### config.mk
export PLATFORM = sky130hd
export DESIGN_NAME = pineball_vga_render_flat
export DESIGN_NICKNAME = d
export VERILOG_FILES = /design/src/rtl/pineball_vga_pkg.sv /design/src/rtl/pineball_vga_render_if.sv /design/src/rtl/pineball_vga_timing.sv /design/src/rtl/pineball_vga_render.sv /design/src/flat_wrapper.sv
export SDC_FILE = /design/constraint.sdc
export NUM_CORES = 1
export LEC_CHECK = 0
export CAP_MARGIN = 30
export CORE_MARGIN = 8
export CORE_UTILIZATION = 55
export DETAILED_ROUTE_END_ITERATION = 8
export GPL_TIMING_DRIVEN = 0
export PLACE_DENSITY_LB_ADDON = 0.25
export SLEW_MARGIN = 15
export SYNTH_ARGS = -nofsm -noshare
export SYNTH_HDL_FRONTEND = slang
export SYNTH_SLANG_ARGS = --single-unit
### constraint.sdc
create_clock -name clk -period 2.7 [get_ports clk]
set_input_delay 0.54 -clock clk [delete_from_list [all_inputs] [get_ports clk]]
set_output_delay 0.54 -clock clk [all_outputs]
set_load 0.05 [all_outputs]
### src/rtl/pineball_vga_pkg.sv
// Shared timing defaults, colour width and total-length helper for the ball renderer.
`default_nettype none

package pineball_vga_pkg;

  localparam int H_DISP_DEF  = 640;
  localparam int H_FRONT_DEF = 16;
  localparam int H_SYNC_DEF  = 96;
  localparam int H_BACK_DEF  = 48;
  localparam int V_DISP_DEF  = 480;
  localparam int V_FRONT_DEF = 10;
  localparam int V_SYNC_DEF  = 2;
  localparam int V_BACK_DEF  = 33;

  localparam int COLOR_W = 12;
  typedef logic [COLOR_W-1:0] rgb_t;

  function automatic int total4(input int a, input int b, input int c, input int d);
    return a + b + c + d;
  endfunction

  localparam int H_TOTAL_DEF = total4(H_DISP_DEF, H_FRONT_DEF, H_SYNC_DEF, H_BACK_DEF);
  localparam int V_TOTAL_DEF = total4(V_DISP_DEF, V_FRONT_DEF, V_SYNC_DEF, V_BACK_DEF);

endpackage

`default_nettype wire

### src/rtl/pineball_vga_render_if.sv
// Ball position in, video timing and pixel colour out.
`default_nettype none

interface pineball_vga_render_if #(
  parameter int POS_BITS = 10
);
  logic [POS_BITS-1:0]                    pos_x;
  logic [POS_BITS-1:0]                    pos_y;
  logic                                   frame_tick;
  logic                                   hsync;
  logic                                   vsync;
  logic                                   de;
  logic [pineball_vga_pkg::COLOR_W-1:0]   rgb;

  modport master (
    input  pos_x, pos_y,
    output frame_tick, hsync, vsync, de, rgb
  );

  modport slave (
    output pos_x, pos_y,
    input  frame_tick, hsync, vsync, de, rgb
  );
endinterface

`default_nettype wire

### src/rtl/pineball_vga_timing.sv
// Free-running horizontal/vertical raster counters.
`default_nettype none

module pineball_vga_timing #(
  parameter int H_TOTAL = 800,
  parameter int V_TOTAL = 525,
  parameter int H_W     = 10,
  parameter int V_W     = 10
) (
  input  logic           clk,
  input  logic           rst,
  output logic [H_W-1:0] h_cnt,
  output logic [V_W-1:0] v_cnt
);

  localparam logic [H_W-1:0] H_LAST = H_W'(H_TOTAL - 1);
  localparam logic [V_W-1:0] V_LAST = V_W'(V_TOTAL - 1);

  logic [H_W-1:0] h_cnt_q, h_cnt_d;
  logic [V_W-1:0] v_cnt_q, v_cnt_d;

  always_comb begin
    h_cnt_d = h_cnt_q + 1'b1;
    v_cnt_d = v_cnt_q;
    if (h_cnt_q == H_LAST) begin
      h_cnt_d = '0;
      v_cnt_d = (v_cnt_q == V_LAST) ? '0 : v_cnt_q + 1'b1;
    end
  end

  always_ff @(posedge clk or posedge rst) begin
    if (rst) begin
      h_cnt_q <= '0;
      v_cnt_q <= '0;
    end else begin
      h_cnt_q <= h_cnt_d;
      v_cnt_q <= v_cnt_d;
    end
  end

  assign h_cnt = h_cnt_q;
  assign v_cnt = v_cnt_q;

endmodule

`default_nettype wire

### src/rtl/pineball_vga_render.sv
// VGA sync generation plus a square ball overlay; all outputs registered one cycle after the counters.
`default_nettype none

module pineball_vga_render
  import pineball_vga_pkg::*;
#(
  parameter int   H_DISP     = H_DISP_DEF,
  parameter int   H_FRONT    = H_FRONT_DEF,
  parameter int   H_SYNC     = H_SYNC_DEF,
  parameter int   H_BACK     = H_BACK_DEF,
  parameter int   V_DISP     = V_DISP_DEF,
  parameter int   V_FRONT    = V_FRONT_DEF,
  parameter int   V_SYNC     = V_SYNC_DEF,
  parameter int   V_BACK     = V_BACK_DEF,
  parameter int   POS_BITS   = 10,
  parameter int   SIZE       = 5,
  parameter rgb_t BALL_COLOR = 12'hFFF,
  parameter rgb_t BG_COLOR   = 12'h000
) (
  input  logic                 clk,
  input  logic                 rst,
  pineball_vga_render_if.master vif
);

  localparam int H_TOTAL = total4(H_DISP, H_FRONT, H_SYNC, H_BACK);
  localparam int V_TOTAL = total4(V_DISP, V_FRONT, V_SYNC, V_BACK);
  localparam int H_W     = $clog2(H_TOTAL);
  localparam int V_W     = $clog2(V_TOTAL);
  // Compare width covers both counters and position+SIZE without wrap-around.
  localparam int CW_A    = (POS_BITS + 1 > H_W) ? POS_BITS + 1 : H_W;
  localparam int CW      = (CW_A > V_W) ? CW_A : V_W;

  localparam logic [H_W-1:0] H_VIS    = H_W'(H_DISP);
  localparam logic [H_W-1:0] HS_START = H_W'(H_DISP + H_FRONT);
  localparam logic [H_W-1:0] HS_END   = H_W'(H_DISP + H_FRONT + H_SYNC);
  localparam logic [V_W-1:0] V_VIS    = V_W'(V_DISP);
  localparam logic [V_W-1:0] VS_START = V_W'(V_DISP + V_FRONT);
  localparam logic [V_W-1:0] VS_END   = V_W'(V_DISP + V_FRONT + V_SYNC);

  logic [H_W-1:0] h_cnt;
  logic [V_W-1:0] v_cnt;

  pineball_vga_timing #(
    .H_TOTAL (H_TOTAL),
    .V_TOTAL (V_TOTAL),
    .H_W     (H_W),
    .V_W     (V_W)
  ) u_timing (
    .clk   (clk),
    .rst   (rst),
    .h_cnt (h_cnt),
    .v_cnt (v_cnt)
  );

  logic [POS_BITS-1:0] shadow_x_q, shadow_x_d;
  logic [POS_BITS-1:0] shadow_y_q, shadow_y_d;
  logic                hsync_q, hsync_d;
  logic                vsync_q, vsync_d;
  logic                de_q, de_d;
  logic                tick_q, tick_d;
  rgb_t                rgb_q, rgb_d;
  logic [CW-1:0]       x_e, y_e, sx_e, sy_e;
  logic                in_ball;

  always_comb begin
    x_e  = CW'(h_cnt);
    y_e  = CW'(v_cnt);
    sx_e = CW'(shadow_x_q);
    sy_e = CW'(shadow_y_q);
    in_ball = (x_e >= sx_e) && (x_e < sx_e + CW'(SIZE)) &&
              (y_e >= sy_e) && (y_e < sy_e + CW'(SIZE));

    tick_d  = (h_cnt == '0) && (v_cnt == V_VIS);
    hsync_d = !((h_cnt >= HS_START) && (h_cnt < HS_END));
    vsync_d = !((v_cnt >= VS_START) && (v_cnt < VS_END));
    de_d    = (h_cnt < H_VIS) && (v_cnt < V_VIS);
    rgb_d   = '0;
    if (de_d) rgb_d = in_ball ? BALL_COLOR : BG_COLOR;

    // Position is sampled only at the start of vertical blanking so a frame never tears.
    shadow_x_d = tick_d ? vif.pos_x : shadow_x_q;
    shadow_y_d = tick_d ? vif.pos_y : shadow_y_q;
  end

  always_ff @(posedge clk or posedge rst) begin
    if (rst) begin
      shadow_x_q <= '0;
      shadow_y_q <= '0;
      hsync_q    <= 1'b1;
      vsync_q    <= 1'b1;
      de_q       <= 1'b0;
      tick_q     <= 1'b0;
      rgb_q      <= '0;
    end else begin
      shadow_x_q <= shadow_x_d;
      shadow_y_q <= shadow_y_d;
      hsync_q    <= hsync_d;
      vsync_q    <= vsync_d;
      de_q       <= de_d;
      tick_q     <= tick_d;
      rgb_q      <= rgb_d;
    end
  end

  assign vif.hsync      = hsync_q;
  assign vif.vsync      = vsync_q;
  assign vif.de         = de_q;
  assign vif.frame_tick = tick_q;
  assign vif.rgb        = rgb_q;

endmodule

`default_nettype wire

### src/flat_wrapper.sv
// flat-port wrapper written by rule: the top's interface ports become plain ports
module pineball_vga_render_flat import pineball_vga_pkg::*;
#(
  parameter int   H_DISP     = H_DISP_DEF,
  parameter int   H_FRONT    = H_FRONT_DEF,
  parameter int   H_SYNC     = H_SYNC_DEF,
  parameter int   H_BACK     = H_BACK_DEF,
  parameter int   V_DISP     = V_DISP_DEF,
  parameter int   V_FRONT    = V_FRONT_DEF,
  parameter int   V_SYNC     = V_SYNC_DEF,
  parameter int   V_BACK     = V_BACK_DEF,
  parameter int   POS_BITS   = 10,
  parameter int   SIZE       = 5,
  parameter rgb_t BALL_COLOR = 12'hFFF,
  parameter rgb_t BG_COLOR   = 12'h000
)
  (clk, rst, vif_pos_x, vif_pos_y, vif_frame_tick, vif_hsync, vif_vsync, vif_de, vif_rgb);
  pineball_vga_render_if #(.POS_BITS(POS_BITS)) vif_i ();
  input  logic clk;
  input  logic rst;
  input wire logic [$bits(vif_i.pos_x)-1:0] vif_pos_x;
  input wire logic [$bits(vif_i.pos_y)-1:0] vif_pos_y;
  output wire logic [$bits(vif_i.frame_tick)-1:0] vif_frame_tick;
  output wire logic [$bits(vif_i.hsync)-1:0] vif_hsync;
  output wire logic [$bits(vif_i.vsync)-1:0] vif_vsync;
  output wire logic [$bits(vif_i.de)-1:0] vif_de;
  output wire logic [$bits(vif_i.rgb)-1:0] vif_rgb;
  assign vif_i.pos_x = vif_pos_x;
  assign vif_i.pos_y = vif_pos_y;
  assign vif_frame_tick = vif_i.frame_tick;
  assign vif_hsync = vif_i.hsync;
  assign vif_vsync = vif_i.vsync;
  assign vif_de = vif_i.de;
  assign vif_rgb = vif_i.rgb;
  pineball_vga_render #(.H_DISP(H_DISP), .H_FRONT(H_FRONT), .H_SYNC(H_SYNC), .H_BACK(H_BACK), .V_DISP(V_DISP), .V_FRONT(V_FRONT), .V_SYNC(V_SYNC), .V_BACK(V_BACK), .POS_BITS(POS_BITS), .SIZE(SIZE), .BALL_COLOR(BALL_COLOR), .BG_COLOR(BG_COLOR)) u_core (.clk(clk), .rst(rst), .vif(vif_i));
endmodule
==> run summary, run 1 <==
Setup repair after global routing could not meet its margin everywhere. The average cell area after synthesis is 9.118 µm². The post-route minimum period is 2599 ps. The worst setup path is launched from a flip-flop. The final RePlAce weighted congestion came out at 0.8659. The fraction of layout instances using a drive strength above 1 came out at 0.1063. At the pin with the least slew margin, the transition time is 716.4 ps. The number of standard cells after synthesis came out at 348. The post-detailed-placement half-perimeter wirelength came out at 5599 µm. The mapped netlist covers 0.003173 mm². The floorplan step defined a core boundary enclosing 0.005540 mm². Measured against the total synthesized area, the mux share comes to 0.003549.

At the worst endpoint, the required time is 2900 ps. The achievable clock frequency came out at 384.8 MHz. The flow ran to the end, and the final reports show no timing, DRC or antenna violations. The layout-stage area growth over the synthesis result came out at 19.83%. Of the total synthesized cell area, the portion taken by XOR and XNOR cells is 0.06901. The standard-cell row count came out at 27.

The tree is rooted in a sky130_fd_sc_hd__clkbuf_8. The maximum root-to-sink buffer count is 2. Synthesis produced a netlist with a net count of 416. The total of fill cells in the finished design is 418. The first-pass iteration count of the detailed router came out at 4.

The clock-pin slew reported for the worst setup and hold paths after clock tree synthesis came out at 90 ps. Yosys mapped a number of flops with a built-in enable equal to 0. The number of vias after detailed routing came out at 2673.

STA classifies the critical path endpoint as a flip-flop. The tightest slew margin relative to the limit is 0.5180. The average wire per cell in the routed design came out at 15.57 µm. 38 I/O pins were placed.

The number of unique standard cell types used by synthesis is 46. The most used flip-flop cell after synthesis is sky130_fd_sc_hd__dfrtp_1. The share of async-settable or async-resettable flops after synthesis came out at 1.000. The min-delay analysis places its worst path in the category in2async. The synthesized-area fraction occupied by adder cells came out at 0.1814.

The largest clock skew in the final design is 5.880 ps. In the routed design, unresolved DRC markers number 0. TritonCTS built the clock tree. The initial core utilization is 0.5727.

The repair_antennas step left the layout with diodes totalling 0. For the worst-skew pair, the clock arrives at the later sink with an insertion delay of 300 ps. The number of warnings issued by yosys is 0.

The initial antenna violation count was 0. Entering global routing, the biggest net connects 33 pins. The vertical die dimension came out at 91.96 µm. The floorplan step set the die width to 91.96 µm. The max-slew violation count came out at 0.

During placement, the flow inserted port buffers numbering 37. The number of hold-slack violations in the final timing report came out at 0. After synthesis the netlist holds a flip-flop and latch count of 45. The critical path is of the reg2reg type. The CTS buffer count is 5. The fraction of the mapped netlist area in compound gates came to 0.1388. The critical path data arrival time is 2800 ps.

The static leakage came out at 1.831 nW. The count of nets after finishing is 462. The power per standard cell area is 332.0 mW/mm². Using the TritonRoute via totals, the vias-per-cell ratio works out to 5.724. The final-report setup violation count is 0. The routed wire length came out at 7272 µm. The die area came out at 0.008456 mm². Of the total synthesized cell area, the portion taken by AND, OR, NAND and NOR gates is 0.1755. The number of global-route vias before repair was 2649. Max-cap violations in this run came to 0.

The total number of clock tree sinks came out at 45. Across the VDD grid, the largest voltage drop is 0.0002278 V. The overall track demand over capacity in global routing came out at 0.1799. The number of violations reported at the end of detailed-routing iteration 0 is 134. The instance count after placement with tap cells included is 458.

The first-pass GRT wire length is 12530 µm. In the finished design, the share of the clock period the worst path needs comes to 0.9625. The final global-route overflow total is 0. For the final routed database, the setup TNS stands at 0 ps. The count of nets left with antenna violations once routing finished came out at 0. The maximum fanout along the worst path came out at 3. After the flow finishes, the layout carries non-filler instances totaling 467. The worst hold margin came out at 499.6 ps. The H-tree was split into 2 levels. The share of the Yosys chip area taken by registers is 0.3557.

The combinational family with the most area after synthesis is adder cells.
repair_timing:
action | 4_1_cts | 5_1_grt
pin swaps | 0 | 5
setup buffers | 1 | 0
hold buffers | 0 | 0
resized for setup | 0 | 7
gates cloned | 0 | 0
setup endpoints to repair | 1 | 1
flip-flops by register name, summed over array words and instances, names as in the netlist:
register	flops
u_core.shadow_x_q	10
u_core.shadow_y_q	10
u_core.u_timing.h_cnt	10
u_core.u_timing.v_cnt	10
u_core.vif.de	1
u_core.vif.frame_tick	1
u_core.vif.hsync	1
u_core.vif.rgb	1
u_core.vif.vsync	1
power breakdown:
part / switching, mW / internal [mW] / leakage (nW)
clock: 0.240 / 0.301 / 0.0574
combinational: 0.0179 / 0.0297 / 1.28
sequential: 0 / 0.673 / 0.498
total: 0.258 / 1.00 / 1.83
worst paths after layout:
| path | start | end | slack, ps | cells after the start |
|---|---|---|---|---|
| min in group clk | u_core.u_timing.h_cnt[0] | u_core.u_timing.h_cnt[0] | 510 | 1 |
| max in group asynchronous | rst | u_core.vif.hsync | 1680 | 3 |
| max | u_core.shadow_y_q[1] | u_core.vif.rgb[10] | 100 | 10 |
| min | rst | u_core.u_timing.v_cnt[0] | 500 | 2 |
| max reg2reg | u_core.shadow_y_q[1] | u_core.vif.rgb[10] | 100 | 10 |
| min reg2reg | u_core.u_timing.h_cnt[0] | u_core.u_timing.h_cnt[0] | 510 | 1 |
kinds of logic after synthesis:
logic type      after synthesis
simple gates                104
compound gates               76
fa+ha+maj                    46
xor+xnor                     25
mux                           1
flops                        45
buf+inv                      51
synthesized netlist by cell type (3+ instances only):
library cell / n / share of area
sky130_fd_sc_hd__nand3_1: 10 / 0.016
sky130_fd_sc_hd__or3_1: 5 / 0.0099
sky130_fd_sc_hd__buf_4: 11 / 0.026
sky130_fd_sc_hd__o21ai_0: 42 / 0.066
sky130_fd_sc_hd__xor2_1: 7 / 0.019
sky130_fd_sc_hd__clkbuf_1: 3 / 0.0035
sky130_fd_sc_hd__nor4_1: 5 / 0.0099
sky130_fd_sc_hd__and3_1: 3 / 0.0059
sky130_fd_sc_hd__nor2_1: 12 / 0.014
sky130_fd_sc_hd__a21o_1: 3 / 0.0071
sky130_fd_sc_hd__nand2_1: 35 / 0.041
sky130_fd_sc_hd__a211oi_1: 3 / 0.0071
sky130_fd_sc_hd__nor2b_1: 4 / 0.0079
sky130_fd_sc_hd__inv_1: 30 / 0.035
sky130_fd_sc_hd__nand2b_1: 3 / 0.0059
sky130_fd_sc_hd__xnor2_1: 18 / 0.050
sky130_fd_sc_hd__a21oi_1: 13 / 0.021
sky130_fd_sc_hd__buf_2: 7 / 0.011
sky130_fd_sc_hd__o21a_1: 3 / 0.0071
sky130_fd_sc_hd__dfrtp_1: 43 / 0.34
sky130_fd_sc_hd__nor3_1: 9 / 0.014
sky130_fd_sc_hd__ha_1: 46 / 0.18
sky130_fd_sc_hd__nand4_1: 6 / 0.012
critical path, cell delays in order (launching register included):
cell	delay, ps
sky130_fd_sc_hd__dfrtp_1	410
sky130_fd_sc_hd__ha_2	230
sky130_fd_sc_hd__o21ai_2	70
sky130_fd_sc_hd__or3_1	320
sky130_fd_sc_hd__xnor2_1	140
sky130_fd_sc_hd__ha_1	310
sky130_fd_sc_hd__and3_4	190
sky130_fd_sc_hd__a221o_1	310
sky130_fd_sc_hd__a31oi_1	210
sky130_fd_sc_hd__o21ai_1	90
sky130_fd_sc_hd__a311oi_1	220
layout make-up:
type	count	area [µm²]	area share
timing repair buffer	39	397.9	0.1046
multi-input combinational	252	1824	0.4798
clock inverter	2	37.54	0.009872
inverter	30	112.6	0.02961
tap	72	90.09	0.02369
clock buffer	6	82.58	0.02172
buffer	21	128.9	0.03389
sequential	45	1129	0.2968
per-stage QoR:
stage	setup slack [ps]	util	cell area [µm²]	power, mW
global route	-6.581	0.6863	3802	1.300
CTS	1.143	0.6825	3781	1.268
global placement	41.04	0.6558	3633	0.7313
floorplan	285.1	-	3173	0.6970
detailed placement	-11.86	0.6594	3654	0.7353
finish	101.2	0.6863	3802	1.262
routing by layer:
layer	routed length [µm]	global-route usage
met2	3273	0.2777
met4	80	0.05772
met3	401	0.04890
met1	3515	0.2381
met5	0	0
placed cells by master (no fill, tap or decap), types with 2 or more instances in the layout:
cell type | netlist | layout
sky130_fd_sc_hd__a211oi_1 | 3 | 3
sky130_fd_sc_hd__a21o_1 | 3 | 3
sky130_fd_sc_hd__a21oi_1 | 13 | 12
sky130_fd_sc_hd__and3_1 | 3 | 2
sky130_fd_sc_hd__buf_2 | 7 | 7
sky130_fd_sc_hd__buf_4 | 11 | 12
sky130_fd_sc_hd__clkbuf_1 | 3 | 3
sky130_fd_sc_hd__clkbuf_8 | 0 | 6
sky130_fd_sc_hd__clkdlybuf4s50_1 | 0 | 37
sky130_fd_sc_hd__dfrtp_1 | 43 | 43
sky130_fd_sc_hd__dfstp_2 | 2 | 2
sky130_fd_sc_hd__ha_1 | 46 | 45
sky130_fd_sc_hd__inv_1 | 30 | 29
sky130_fd_sc_hd__nand2_1 | 35 | 35
sky130_fd_sc_hd__nand2b_1 | 3 | 3
sky130_fd_sc_hd__nand3_1 | 10 | 10
sky130_fd_sc_hd__nand3_2 | 2 | 2
sky130_fd_sc_hd__nand4_1 | 6 | 6
sky130_fd_sc_hd__nand4b_1 | 2 | 2
sky130_fd_sc_hd__nor2_1 | 12 | 12
sky130_fd_sc_hd__nor2b_1 | 4 | 4
sky130_fd_sc_hd__nor3_1 | 9 | 9
sky130_fd_sc_hd__nor4_1 | 5 | 5
sky130_fd_sc_hd__o21a_1 | 3 | 3
sky130_fd_sc_hd__o21ai_0 | 42 | 40
sky130_fd_sc_hd__o31ai_1 | 2 | 2
sky130_fd_sc_hd__or3_1 | 5 | 5
sky130_fd_sc_hd__xnor2_1 | 18 | 18
sky130_fd_sc_hd__xor2_1 | 7 | 7
Note: power is estimated with default switching activity, not from simulation.
==> run 2: changes to the inputs <==
--- a/config.mk
+++ b/config.mk
@@ -11,6 +11,8 @@
 export DETAILED_ROUTE_END_ITERATION = 8
 export GPL_TIMING_DRIVEN = 0
 export PLACE_DENSITY_LB_ADDON = 0.25
+export REMOVE_ABC_BUFFERS = 1
+export SKIP_CTS_REPAIR_TIMING = 1
 export SLEW_MARGIN = 15
 export SYNTH_ARGS = -nofsm -noshare
 export SYNTH_HDL_FRONTEND = slang
==> run summary, run 2 (same netlist as run 1, synthesis figures left out) <==
Result of the run: finished, final reports clean (unchanged). The final-report setup violation count came out at 0 (unchanged). The worst voltage drop across the vdd grid came out at 0.0002284 V (was 0.0002278 V). The first-pass GRT wire length came out at 11650 µm (was 12530 µm).

The required time reported for the critical path endpoint is 2910 ps (was 2900 ps). The static leakage is 1.748 nW (was 1.831 nW). The level count of the clock H-tree came out at 2 (unchanged). The post-detailed-placement half-perimeter wirelength came out at 4889 µm (was 5599 µm). The clock-pin slew reported for the worst setup and hold paths after clock tree synthesis is 100 ps (was 90 ps). The total DRC errors in the routed layout is 0 (unchanged). The achievable clock frequency came out at 382.0 MHz (was 384.8 MHz). The master of the slowest instance on the critical path is sky130_fd_sc_hd__dfrtp_1 (unchanged). Cell Chain, Critical Path: ha_4, o21ai_2, or3_4, xnor2_2, ha_1, and3_4, a221o_1, a31oi_1, o21ai_1, a311oi_1 (was ha_2, o21ai_2, or3_1, xnor2_1, ha_1, and3_4, a221o_1, a31oi_1, o21ai_1, a311oi_1). The post-route minimum period came out at 2618 ps (was 2599 ps). The instance count after placement with tap cells included came out at 437 (was 458). Most frequent cells in the layout: sky130_fd_sc_hd__ha_1, sky130_fd_sc_hd__dfrtp_1, sky130_fd_sc_hd__o21ai_0, sky130_fd_sc_hd__clkdlybuf4s50_1, sky130_fd_sc_hd__nand2_1 (unchanged). The number of vias after detailed routing came out at 2497 (was 2673). The initial core utilization is 0.5727 (unchanged).

The maximum root-to-sink buffer count is 2 (unchanged). The class of the most critical setup path is reg2reg (unchanged). The power per standard cell area came out at 362.5 mW/mm² (was 332.0 mW/mm²). The residual antenna-violating net count after detailed routing is 0 (unchanged).

The CTS buffer count is 5 (unchanged). The fraction of layout instances using a drive strength above 1 is 0.07733 (was 0.1063). The type of origin of the critical path is a flip-flop (unchanged). The via density per instance came out at 5.586 (was 5.724).

The number of hold-slack violations in the final timing report came out at 0 (unchanged). The cell internal power dissipation is 1.076 mW (was 1.004 mW). The root buffer selected by CTS is sky130_fd_sc_hd__clkbuf_8 (unchanged). The core region area came to 0.005540 mm² (unchanged). The buffers plus inverters on the worst setup path came out at 0 (unchanged). The count of placed standard cells in the final layout, fillers left out came out at 447 (was 467). The port buffer count came out at 37 (unchanged). The final setup slack of the worst path came to 81.89 ps (was 101.2 ps). The clock insertion delay at the later pin of the skew report is 310 ps (was 300 ps). The largest clock skew in the final design is 11.56 ps (was 5.880 ps). The overall track demand over capacity in global routing came out at 0.1639 (was 0.1799). The power share of the sequential group is 0.499 (was 0.533).

The critical path data arrival time is 2830 ps (was 2800 ps). The final global-route overflow total is 0 (unchanged). The tightest slew margin relative to the limit came out at 0.5384 (was 0.5180).

The number of violations reported at the end of detailed-routing iteration 0 is 131 (was 134). The placement-stage worst setup slack came out at 15.10 ps (was -11.86 ps). The average wire per cell in the routed design came out at 14.83 µm (was 15.57 µm). The most common cell after layout, fill and taps aside is sky130_fd_sc_hd__ha_1 (unchanged). The first-pass iteration count of the detailed router is 4 (unchanged). The initial antenna violation count is 0 (unchanged). The die outline width is 91.96 µm (unchanged). The count of nets after finishing is 442 (was 462). The power share of the clock group is 0.466 (was 0.429). The final cycle utilization of the critical path came out at 0.9697 (was 0.9625). The routed wire length came out at 6631 µm (was 7272 µm).

The max-cap check violation count is 0 (unchanged). The total inserted antenna cells came out at 0 (unchanged). The maximum number of pins on one net before global-route repair came to 42 (was 33). The combinational cell fraction of total power is 0.035 (was 0.038).

The cell family with the largest share of critical-path delay is compound AO/OA/AOI/OAI gates (unchanged). The number of global-route vias before repair was 2497 (was 2649). The final RePlAce weighted congestion was 0.8187 (was 0.8659). The path class of the lowest-slack min-delay path is in2async (unchanged). The switching share of power is 0.2028 (was 0.2046).

The maximum fanout along the worst path came out at 4 (was 3). The vertical die dimension came out at 91.96 µm (unchanged). The max-slew violation count came to 0 (unchanged). The die area came out at 0.008456 mm² (unchanged). The transition time at the pin with the least slew margin came to 686.1 ps (was 716.4 ps). The cell area after placement is 0.003526 mm² (was 0.003654 mm²). The highest cell delay on the worst timing path came out at 450 ps (was 410 ps). The CTS tree is built (unchanged). The endpoint class of the critical path was a flip-flop (unchanged). The worst hold margin came to 484.5 ps (was 499.6 ps).

The switching power total is 0.2738 mW (was 0.2583 mW). The I/O pin count is 38 (unchanged). The design area is 0.003724 mm² (was 0.003802 mm²). The standard-cell row count was 27 (unchanged). The layout-stage area growth over the synthesis result is 17.35% (was 19.83%). The total number of clock tree sinks is 45 (unchanged).
## run 2: final timing paths
check | start | end | slack, ps | cells after the start
max | u_core.shadow_y_q[0] | u_core.vif.rgb[10] | 80 | 10
min | rst | u_core.shadow_x_q[9] | 480 | 2
max reg2reg | u_core.shadow_y_q[0] | u_core.vif.rgb[10] | 80 | 10
min reg2reg | u_core.u_timing.h_cnt[0] | u_core.u_timing.h_cnt[0] | 510 | 1
max in group asynchronous | rst | u_core.vif.vsync | 1690 | 3
min in group clk | u_core.u_timing.h_cnt[0] | u_core.u_timing.h_cnt[0] | 510 | 1
## run 2: power groups by stage
stage	Combinational [mW]	Clock (mW)	Sequential [mW]
after floorplan	0.0102	0	0.687
after global placement	0.0437	0	0.687
after detailed placement	0.0481	0	0.687
after CTS	0.0489	0.640	0.674
after global routing	0.0527	0.667	0.674
final	0.0472	0.629	0.673
## run 2: cell type report
type,count,area [µm²]
multi-input combinational,252,1848
inverter,30,112.6
timing repair buffer,40,405.4
tap,72,90.09
fill,441,1817
sequential,45,1130
clock buffer,5,68.82
clock inverter,3,68.82
## run 2: metrics by stage
stage / utilization / TNS (ps) / power [mW]
after floorplan: - / -20410 / 0.6970
after global placement: 0.6326 / 0 / 0.7305
after detailed placement: 0.6364 / 0 / 0.7349
after CTS: 0.6612 / -25.75 / 1.362
after global routing: 0.6721 / -19.84 / 1.394
final: 0.6721 / 0 / 1.350
## run 2: per-layer routing
| layer | wire (µm) | track usage | vias to the layer above |
|---|---|---|---|
| met3 | 341 | 0.04645 | 11 |
| met1 | 3240 | 0.2175 | 1173 |
| met5 | 0 | 0 | - |
| met4 | 89 | 0.04295 | 0 |
| met2 | 2959 | 0.2551 | 50 |
| li1 | - | - | 1263 |
==> run 3: changes to the inputs <==
--- a/config.mk
+++ b/config.mk
@@ -6,8 +6,10 @@
 export NUM_CORES = 1
 export LEC_CHECK = 0
 export CAP_MARGIN = 30
+export CELL_PAD_IN_SITES_DETAIL_PLACEMENT = 0
+export CELL_PAD_IN_SITES_GLOBAL_PLACEMENT = 1
 export CORE_MARGIN = 8
-export CORE_UTILIZATION = 55
+export CORE_UTILIZATION = 43
 export DETAILED_ROUTE_END_ITERATION = 8
 export GPL_TIMING_DRIVEN = 0
 export PLACE_DENSITY_LB_ADDON = 0.25
==> run summary, run 3 (same netlist as run 1, synthesis figures left out) <==
The final setup slack of the worst path is 83.38 ps (was 81.89 ps). The maximum number of pins on one net before global-route repair is 42 (unchanged). The static leakage came to 1.730 nW (was 1.748 nW). The design area is 0.003739 mm² (was 0.003724 mm²).

Most frequent cells in the layout: sky130_fd_sc_hd__ha_1, sky130_fd_sc_hd__dfrtp_1, sky130_fd_sc_hd__o21ai_0, sky130_fd_sc_hd__clkdlybuf4s50_1, sky130_fd_sc_hd__nand2_1 (unchanged). The met1 demand-to-capacity share in global routing is 0.1915 (was 0.2175). The placement-stage worst setup slack is -74.17 ps (was 15.10 ps). The fraction of layout instances using a drive strength above 1 came out at 0.07427 (was 0.07733). The cell internal power dissipation came out at 0.8877 mW (was 1.076 mW). The power share of the clock group is 0.369 (was 0.466). The number of hold-slack violations in the final timing report is 0 (unchanged). The vertical die dimension came out at 101.9 µm (was 91.96 µm).

The count of nets after finishing came out at 444 (was 442). The clock-pin slew reported for the worst setup and hold paths after clock tree synthesis came out at 90 ps (was 100 ps). The total DRC errors in the routed layout came out at 0 (unchanged). The clock insertion delay at the later pin of the skew report came to 300 ps (was 310 ps). The standard-cell row count is 31 (was 27).

The max-cap check violation count is 0 (unchanged). The initial antenna violation count came to 0 (unchanged). The die area is 0.01038 mm² (was 0.008456 mm²).

The class of the most critical setup path is reg2reg (unchanged). The routing usage on met3 is 0.03474 (was 0.04645). The number of vias after detailed routing is 2461 (was 2497). The type of origin of the critical path was a flip-flop (unchanged). The initial core utilization is 0.4398 (was 0.5727).

The maximum root-to-sink buffer count came out at 2 (unchanged). The first element of the critical path is u_core.shadow_y_q[1] (was u_core.shadow_y_q[0]). The total of fill cells in the finished design is 686 (was 441). The critical path data arrival time came to 2820 ps (was 2830 ps). The final core utilization is 0.5182 (was 0.6721). The CTS tree was built (unchanged). The core region area was 0.007214 mm² (was 0.005540 mm²).

The via density per instance is 5.170 (was 5.586). The max-slew violation count is 0 (unchanged). The final-report setup violation count came out at 0 (unchanged). Result of the run: finished, final reports clean (unchanged). The maximum fanout along the worst path was 3 (was 4). The power share of the sequential group is 0.590 (was 0.499). The final sum of negative setup slack came out at 0 ps (unchanged).

The residual antenna-violating net count after detailed routing is 0 (unchanged). The required time reported for the critical path endpoint is 2900 ps (was 2910 ps). The total inserted antenna cells came out at 0 (unchanged). The area of the multi-input gates came out at 0.001872 mm² (was 0.001848 mm²). The cell area after placement came out at 0.003560 mm² (was 0.003526 mm²). The level count of the clock H-tree came out at 2 (unchanged). The power per standard cell area was 305.4 mW/mm² (was 362.5 mW/mm²). The number of global-route vias before repair came out at 2411 (was 2497).

The worst hold margin came to 499.6 ps (was 484.5 ps). The switching power total is 0.2543 mW (was 0.2738 mW). The worst voltage drop across the vdd grid is 0.0001431 V (was 0.0002284 V). The combinational cell fraction of total power is 0.042 (was 0.035). The most crowded layer after global routing was met2 (unchanged).

The endpoint class of the critical path was a flip-flop (unchanged). The root buffer selected by CTS is sky130_fd_sc_hd__clkbuf_8 (unchanged). The first-pass GRT wire length is 11690 µm (was 11650 µm). The path class of the lowest-slack min-delay path is in2async (unchanged).

The first-pass iteration count of the detailed router is 4 (unchanged). The final RePlAce weighted congestion was 0.7771 (was 0.8187). The instance count after placement with tap cells included came to 464 (was 437). The post-detailed-placement half-perimeter wirelength came out at 5022 µm (was 4889 µm). The most common cell after layout, fill and taps aside is sky130_fd_sc_hd__ha_1 (unchanged).

The post-route minimum period came out at 2617 ps (was 2618 ps). The startpoint of the worst register-to-register path was u_core.shadow_y_q[1] (was u_core.shadow_y_q[0]). The final cycle utilization of the critical path was 0.9691 (was 0.9697).

The total number of clock tree sinks came out at 45 (unchanged). The layout-stage area growth over the synthesis result is 17.82% (was 17.35%). The die outline width is 101.9 µm (was 91.96 µm).

The switching share of power is 0.2227 (was 0.2028). The sum of internal, switching and leakage power came to 1.142 mW (was 1.350 mW). The overall track demand over capacity in global routing is 0.1400 (was 0.1639). The tightest slew margin relative to the limit came out at 0.4601 (was 0.5384). The number of violations reported at the end of detailed-routing iteration 0 came out at 77 (was 131). The worst-case register-to-register setup slack is 80 ps (about the same).

The I/O pin count came out at 38 (unchanged). The average wire per cell in the routed design is 14.34 µm (was 14.83 µm). The routed wire length is 6828 µm (was 6631 µm). The CTS buffer count is 5 (unchanged). The final global-route overflow total is 0 (unchanged). The count of placed standard cells in the final layout, fillers left out was 476 (was 447). The sequential standard cell area came out at 0.001130 mm² (unchanged). The met2 global-route usage is 0.2098 (was 0.2551).

The largest clock skew in the final design is 4.670 ps (was 11.56 ps). The port buffer count came out at 37 (unchanged). The transition time at the pin with the least slew margin is 802.5 ps (was 686.1 ps). The achievable clock frequency is 382.2 MHz (was 382.0 MHz).
-- run 3: cell count changes in the layout (fill, tap and decap cells not counted), sizes merged --
cell	before	now
clkbuf	5	8
buf	3	5
bufinv	2	0
inv	31	30
-- run 3: cell type report --
class / count / share of cell area
sequential: 45 / 0.3022
timing repair buffer: 42 / 0.1124
inverter: 30 / 0.03012
multi-input combinational: 252 / 0.5007
clock buffer: 8 / 0.02142
tap: 99 / 0.03313
-- run 3: routing by layer --
metal  share of wire  routed length [µm]
met5               0                   0
met4           0.011                  76
met3           0.062                 423
met2            0.42                2894
met1            0.50                3433
-- run 3: worst max-delay path, stage by stage, from the launching register on --
cell and delay [ps]:
sky130_fd_sc_hd__dfrtp_1 420, sky130_fd_sc_hd__ha_4 190, sky130_fd_sc_hd__o21ai_4 60, sky130_fd_sc_hd__or3_1 390, sky130_fd_sc_hd__xnor2_1 140, sky130_fd_sc_hd__ha_1 310, sky130_fd_sc_hd__and3_4 190, sky130_fd_sc_hd__a221o_1 290
sky130_fd_sc_hd__a31oi_1 190, sky130_fd_sc_hd__o21ai_1 90, sky130_fd_sc_hd__a311oi_1 230
-- run 3: final timing paths --
kind / endpoint / depth (start not counted)
worst min register to register: u_core.u_timing.h_cnt[0] / 1
worst max register to register: u_core.vif.rgb[10] / 10
max in group asynchronous: u_core.vif.vsync / 3
worst min-delay path: u_core.shadow_x_q[9] / 2
worst max-delay path: u_core.vif.rgb[10] / 10
min in group clk: u_core.u_timing.h_cnt[0] / 1
-- run 3: power groups by stage --
stage,logic (mW),registers (mW),clock network (mW)
after detailed placement,0.0490,0.687,0
after floorplan,0.0102,0.687,0
final,0.0477,0.673,0.421
after CTS,0.0493,0.673,0.439
after global placement,0.0441,0.687,0
after global routing,0.0533,0.673,0.451
